## src/rtl/dmem_arbiter_if.sv

```systemverilog
// dmem_arbiter_if: memory-stage port, loader port and MEMORY-side signals of the data-memory arbiter.
`default_nettype none

interface dmem_arbiter_if #(
    parameter int DW = 32
);
    logic          m_read;
    logic          m_write;
    logic [DW-1:0] m_addr;
    logic [DW-1:0] m_wdata;
    logic [DW-1:0] m_rdata;
    logic          m_error;
    logic          m_stall;

    logic          l_req;
    logic          l_we;
    logic [DW-1:0] l_addr;
    logic [DW-1:0] l_wdata;
    logic          l_gnt;
    logic [DW-1:0] l_rdata;
    logic          l_err;
    logic          l_done;

    logic [DW-1:0] mem_addr;
    logic [DW-1:0] mem_wdata;
    logic          mem_write;
    logic          mem_read;
    logic [DW-1:0] mem_rdata;
    logic          mem_error;

    // Arbiter side
    modport slave (
        input  m_read, m_write, m_addr, m_wdata,
        output m_rdata, m_error, m_stall,
        input  l_req, l_we, l_addr, l_wdata,
        output l_gnt, l_rdata, l_err, l_done,
        output mem_addr, mem_wdata, mem_write, mem_read,
        input  mem_rdata, mem_error
    );

    // Environment side: requesters plus the memory
    modport master (
        output m_read, m_write, m_addr, m_wdata,
        input  m_rdata, m_error, m_stall,
        output l_req, l_we, l_addr, l_wdata,
        input  l_gnt, l_rdata, l_err, l_done,
        input  mem_addr, mem_wdata, mem_write, mem_read,
        output mem_rdata, mem_error
    );
endinterface

`default_nettype wire

```

## src/rtl/dmem_arbiter.sv

```systemverilog
// dmem_arbiter: shares single-ported data memory between the memory stage (priority)
// and a loader port that is forced in after STARVE busy cycles.
`default_nettype none

module dmem_arbiter #(
    parameter int DW     = 32,
    parameter int STARVE = 4
) (
    input  logic           CLK,
    input  logic           RST_N,
    dmem_arbiter_if.slave  bus
);
    localparam logic [3:0] STARVE_LAST = 4'(STARVE - 1);

    typedef enum logic [0:0] {
        M_OWN = 1'b0,
        L_OWN = 1'b1
    } state_t;

    state_t     state;
    logic [3:0] starve_cnt;
    logic       m_act;

    assign m_act = bus.m_read | bus.m_write;

    always_ff @(posedge CLK or negedge RST_N) begin
        if (!RST_N) begin
            state       <= M_OWN;
            starve_cnt  <= 4'd0;
            bus.l_gnt   <= 1'b0;
            bus.l_done  <= 1'b0;
            bus.l_err   <= 1'b0;
            bus.l_rdata <= '0;
        end else begin
            case (state)
                M_OWN: begin
                    bus.l_done <= 1'b0;
                    if (!bus.l_req) begin
                        starve_cnt <= 4'd0;
                    end else if (!m_act || starve_cnt == STARVE_LAST) begin
                        state      <= L_OWN;
                        starve_cnt <= 4'd0;
                        bus.l_gnt  <= 1'b1;
                    end else begin
                        starve_cnt <= starve_cnt + 4'd1;
                    end
                end
                L_OWN: begin
                    // Single-cycle grant; M always gets the following cycle.
                    state      <= M_OWN;
                    starve_cnt <= 4'd0;
                    bus.l_gnt  <= 1'b0;
                    bus.l_done <= 1'b1;
                    bus.l_err  <= bus.mem_error;
                    if (!bus.l_we) begin
                        bus.l_rdata <= bus.mem_rdata;
                    end
                end
                default: begin
                    state      <= M_OWN;
                    starve_cnt <= 4'd0;
                    bus.l_gnt  <= 1'b0;
                    bus.l_done <= 1'b0;
                end
            endcase
        end
    end

    // Memory routing: M passes straight through except during a loader grant.
    always_comb begin
        bus.mem_addr  = bus.m_addr;
        bus.mem_wdata = bus.m_wdata;
        bus.mem_write = bus.m_write;
        bus.mem_read  = bus.m_read;
        bus.m_rdata   = bus.mem_rdata;
        bus.m_error   = bus.mem_error;
        bus.m_stall   = 1'b0;
        if (state == L_OWN) begin
            bus.mem_addr  = bus.l_addr;
            bus.mem_wdata = bus.l_wdata;
            bus.mem_write = bus.l_we;
            bus.mem_read  = ~bus.l_we;
            bus.m_rdata   = {DW{1'b0}};
            bus.m_error   = 1'b0;
            bus.m_stall   = m_act;
        end
    end

endmodule

`default_nettype wire
```

## src/flat_wrapper.sv

```systemverilog
// flat-port wrapper written by rule: the top's interface ports become plain ports
module dmem_arbiter_flat 
#(
    parameter int DW     = 32,
    parameter int STARVE = 4
)
  (CLK, RST_N, bus_m_read, bus_m_write, bus_m_addr, bus_m_wdata, bus_m_rdata, bus_m_error, bus_m_stall, bus_l_req, bus_l_we, bus_l_addr, bus_l_wdata, bus_l_gnt, bus_l_rdata, bus_l_err, bus_l_done, bus_mem_addr, bus_mem_wdata, bus_mem_write, bus_mem_read, bus_mem_rdata, bus_mem_error);
  dmem_arbiter_if #(.DW(DW)) bus_i ();
  input  logic CLK;
  input  logic RST_N;
  input wire logic [$bits(bus_i.m_read)-1:0] bus_m_read;
  input wire logic [$bits(bus_i.m_write)-1:0] bus_m_write;
  input wire logic [$bits(bus_i.m_addr)-1:0] bus_m_addr;
  input wire logic [$bits(bus_i.m_wdata)-1:0] bus_m_wdata;
  output wire logic [$bits(bus_i.m_rdata)-1:0] bus_m_rdata;
  output wire logic [$bits(bus_i.m_error)-1:0] bus_m_error;
  output wire logic [$bits(bus_i.m_stall)-1:0] bus_m_stall;
  input wire logic [$bits(bus_i.l_req)-1:0] bus_l_req;
  input wire logic [$bits(bus_i.l_we)-1:0] bus_l_we;
  input wire logic [$bits(bus_i.l_addr)-1:0] bus_l_addr;
  input wire logic [$bits(bus_i.l_wdata)-1:0] bus_l_wdata;
  output wire logic [$bits(bus_i.l_gnt)-1:0] bus_l_gnt;
  output wire logic [$bits(bus_i.l_rdata)-1:0] bus_l_rdata;
  output wire logic [$bits(bus_i.l_err)-1:0] bus_l_err;
  output wire logic [$bits(bus_i.l_done)-1:0] bus_l_done;
  output wire logic [$bits(bus_i.mem_addr)-1:0] bus_mem_addr;
  output wire logic [$bits(bus_i.mem_wdata)-1:0] bus_mem_wdata;
  output wire logic [$bits(bus_i.mem_write)-1:0] bus_mem_write;
  output wire logic [$bits(bus_i.mem_read)-1:0] bus_mem_read;
  input wire logic [$bits(bus_i.mem_rdata)-1:0] bus_mem_rdata;
  input wire logic [$bits(bus_i.mem_error)-1:0] bus_mem_error;
  assign bus_i.m_read = bus_m_read;
  assign bus_i.m_write = bus_m_write;
  assign bus_i.m_addr = bus_m_addr;
  assign bus_i.m_wdata = bus_m_wdata;
  assign bus_m_rdata = bus_i.m_rdata;
  assign bus_m_error = bus_i.m_error;
  assign bus_m_stall = bus_i.m_stall;
  assign bus_i.l_req = bus_l_req;
  assign bus_i.l_we = bus_l_we;
  assign bus_i.l_addr = bus_l_addr;
  assign bus_i.l_wdata = bus_l_wdata;
  assign bus_l_gnt = bus_i.l_gnt;
  assign bus_l_rdata = bus_i.l_rdata;
  assign bus_l_err = bus_i.l_err;
  assign bus_l_done = bus_i.l_done;
  assign bus_mem_addr = bus_i.mem_addr;
  assign bus_mem_wdata = bus_i.mem_wdata;
  assign bus_mem_write = bus_i.mem_write;
  assign bus_mem_read = bus_i.mem_read;
  assign bus_i.mem_rdata = bus_mem_rdata;
  assign bus_i.mem_error = bus_mem_error;
  dmem_arbiter #(.DW(DW), .STARVE(STARVE)) u_core (.CLK(CLK), .RST_N(RST_N), .bus(bus_i));
endmodule
```

## config.mk

```make
export PLATFORM = sky130hd
export DESIGN_NAME = dmem_arbiter_flat
export DESIGN_NICKNAME = d
export VERILOG_FILES = /design/src/rtl/dmem_arbiter_if.sv /design/src/rtl/dmem_arbiter.sv /design/src/flat_wrapper.sv
export SDC_FILE = /design/constraint.sdc
export NUM_CORES = 1
export LEC_CHECK = 0
export ABC_AREA = 1
export CAP_MARGIN = 15
export CORE_AREA = 5 5 114 116
export CTS_CLUSTER_SIZE = 10
export DETAILED_ROUTE_END_ITERATION = 7
export DIE_AREA = 0 0 119 121
export PLACE_DENSITY = 0.7
export SLEW_MARGIN = 10
export SYNTH_ARGS = -nofsm -noshare
export SYNTH_HDL_FRONTEND = slang
export SYNTH_SLANG_ARGS = --single-unit
```

## constraint.sdc

```tcl
create_clock -name CLK -period 1.3 [get_ports CLK]
set_input_delay 0.325 -clock CLK [delete_from_list [all_inputs] [get_ports CLK]]
set_output_delay 0.325 -clock CLK [all_outputs]
set_load 0.01 [all_outputs]
```

==> results.txt <==
The site row count is 40. The critical path is of the flop to primary output type. The distinct cell type count after synthesis came out at 21.

The slowest stage of the critical path is the dfrtp_4 cell. By instance count, the leading cell after synthesis is nand2_1. The count of maximum capacitance violations is 0. In the final routed layout, each cell accounts on average for about 18 µm.

In this design, the stage delay of the slowest critical-path cell is about 0.54 ns. The growth of design area from synthesis to finish is 196.5%. The placeable core region came out at roughly 0.012 mm². The tightest hold path in the finished design has a slack of roughly 0.011 ns.

The later-pin clock latency in the skew report is around 0.27 ns. In this run, the number of DRC markers left after iteration 0 of detailed routing was 120. The CTS tree is done. The share of synthesized area in the top cell type comes to 0.3906. In the synthesized netlist, the cells that appear most often are nand2_1 (233), dfrtp_1 (40), inv_1 (39), nor2_1 (39), o21ai_1 (20). The share of the cycle needed by the critical path after routing came out at 1.410. The total I/O pin count is ~300. The number of instances in the synthesized netlist is between 400 and 500. The post-synthesis net count came out at between 500 and 600. The number of global-route vias before repair came to roughly 4200. The number of antenna violations at the first check in global routing is 0.

The number of vias per cell is ~4.4. The sequential share of the synthesized area came out at 0.3906. The final count of negative-setup-slack endpoints came out at around 140. STA classifies the critical path startpoint as a flop.

The cell area after synthesis is about 0.0026 mm². The critical path goes through buf_12 > buf_12 > buf_8 > nand2_2 > nand2_1 > buf_2. The mean area per synthesized cell is around 6.1 µm². In the final layout, flip-flops and latches occupy approximately 0.0010 mm². The global routing usage summed across all routing layers came out at 0.1992.

By area the synthesized netlist is led by dfrtp_1 (39%), nand2_1 (34%), inv_1 (5.7%). The peak clock frequency supported by timing is between 500 and 600 MHz. For the final database, setup skew stands at 0.001851 ns. The peak fanout along the critical path came out at 8.

The clock root buffer is clkbuf_16. The detailed-router iteration count before antenna repair came out at 4. In this design, the critical path's most frequently occurring cell is buf_12.

The largest net degree at the start of global routing is 26. The first global-routing pass estimated roughly 23000 µm of wire. In the final layout, the multi-input gates occupy 0.002007 mm². The H-tree depth reported by CTS came out at 2. In the routed design, unresolved DRC markers number 0. The layout filler cell count is between 900 and 1000. For this run, the number of Yosys warnings is 0. Setup repair after global routing could not meet its margin everywhere. In this run, synthesis inferred 0 flip-flops with an integrated enable.

Power spread over the standard cell area amounts to between 800 and 900 mW/mm². The post-detailed-placement half-perimeter wirelength came out at 11720 µm. The most area-hungry cell type in the Yosys netlist is dfrtp_1.

For this run, the leading register cell type out of synthesis is dfrtp_1. The peak supply drop is around 0.00058 V. The critical path required time came out at 0.98 ns. The residual antenna-violating net count after detailed routing came out at 0. The remaining global-route overflow is 0.

The transition at the pin with the smallest max-transition slack came out at between 0.3 and 0.4 ns. The setup slack of the critical path after layout is -0.5331 ns. The global placement routability congestion is 0.8562.

The die outline height is approximately 120 µm. The buffer levels on the longest clock path is 2. The final net count is 968. In this run the worst hold path is classified as input pin to async pin. The proportion of register bits with asynchronous set or reset after synthesis is 1.000.

The clock sink count came out at 40. The antenna diode instance count is 0. The run finished, with violations left. The post-CTS clock slew at the launch and capture registers of the worst setup and hold paths came out at roughly 0.06 ns.

The final core utilization is 0.6432. The synthesized design contains 40 register bits. The final-report max-slew violation count is 0.

The minimum clock period came out at 1.833 ns. The sort of element at the end of the critical path is a primary output. The remaining max-slew budget at the tightest pin came out at 0.7872.

After detailed routing, the total wire length is 16880 µm. The data arrival time at the worst-slack endpoint came out at 1.51 ns. The fraction of layout instances using a drive strength above 1 is 0.4881. The starting density of the core came out at 0.2169. The number of input and output port buffers inserted is 301. The floorplan die area came out at between 0.01 and 0.015 mm². The horizontal extent of the die came out at around 120 µm.

The final reports fail on setup timing. The leakage power is roughly 3.8 nW. Detailed routing inserted a total of approximately 4200 vias. The number of CTS-inserted buffers is 5. The final hold violation count was 0.
-- layout by cell type (no fill, tap or decap), drive strengths merged, types with 2 or more instances in the layout --
cell type / instances
nand2: 233
buf: 191
clkdlybuf4s50: 165
inv: 40
dfrtp: 40
nor2: 39
o21ai: 34
clkdlybuf4s15: 20
clkbuf: 15
dlygate4sd2: 14
nand3: 2
-- registers in the layout, indices dropped and copies added, names as in the netlist --
register            flops
u_core.starve_cnt       4
u_core.state            1
u_core.bus.l_done       1
u_core.bus.l_rdata     32
u_core.bus.l_gnt        1
u_core.bus.l_err        1
-- stage by stage --
stage / instances / setup TNS [ns] / setup WS [ns] / instance area, µm² / power (W)
global placement: 888 / -68.49 / -0.7871 / 6042 / 0.004226
CTS: 927 / -48.52 / -0.5797 / 6624 / 0.005618
global route: 948 / -58.78 / -0.5664 / 7597 / 0.006386
finish: 948 / -52.48 / -0.5331 / 7597 / 0.006082
detailed placement: 888 / -70.57 / -0.7545 / 6042 / 0.004284
floorplan: 419 / -0.3227 / -0.03827 / 2591 / 0.002453
-- area by class of cell --
| cell class | instances | area share |
|---|---|---|
| clock inverter | 2 | 0.004611 |
| sequential | 40 | 0.1322 |
| inverter | 40 | 0.02075 |
| tap | 147 | 0.02421 |
| clock buffer | 6 | 0.01696 |
| timing repair buffer | 399 | 0.5371 |
| multi-input combinational | 314 | 0.2642 |
-- worst paths after layout --
check                                  from                      to  slack, ns  cells past startpoint
min in group CLK           u_core.bus.l_gnt        u_core.bus.l_gnt       0.48                      2
max in group asynchronous             RST_N    u_core.starve_cnt[3]       1.00                      2
max reg2reg                    u_core.state  u_core.bus.l_rdata[25]      -0.33                      8
max                            u_core.state       bus_mem_wdata[14]      -0.53                      6
min reg2reg                u_core.bus.l_gnt        u_core.bus.l_gnt       0.48                      2
min                                   RST_N  u_core.bus.l_rdata[15]       0.01                      2
-- power by group --
| group | internal, W | switching, W | total [W] |
|---|---|---|---|
| Clock | 0.000902 | 0.000453 | 0.00135 |
| Combinational | 0.00172 | 0.00132 | 0.00304 |
| Sequential | 0.00150 | 0.000188 | 0.00169 |
| Total | 0.00412 | 0.00196 | 0.00608 |
-- routing by layer --
metal / routed length [µm] / GRT usage / up-vias
li1: - / - / 2015
met1: 5930 / 0.2154 / 1937
met2: 9324 / 0.3794 / 204
met3: 1246 / 0.06014 / 28
met4: 378 / 0.04417 / 0
met5: 0 / 0 / -
-- logic make-up after synthesis --
group | synth area share
adders and majority gates | 0.004882
buffers and inverters | 0.1079
and+or+nand+nor | 0.4072
DFF | 0.3906
xor gates and xnor gates | 0.003419
AOI/OAI and AO/OA | 0.08594
-- worst max-delay path: cells and delay by family (launching register included) --
| family | cells | cell delay [ns] |
|---|---|---|
| and+or+nand+nor | 2 | 0.11 |
| DFF | 1 | 0.54 |
| buffers and inverters | 4 | 0.58 |
-- what timing repair did --
action / CTS / global route
buffers inserted: 22 / 18
hold buffers: 0 / 0
setup endpoints to repair: 171 / 149
gates cloned: 9 / 9
resized for setup: 577 / 225
hold endpoints to repair: 0 / 0
pin swaps: 18 / 37
Power figures use the tool's default switching activity.
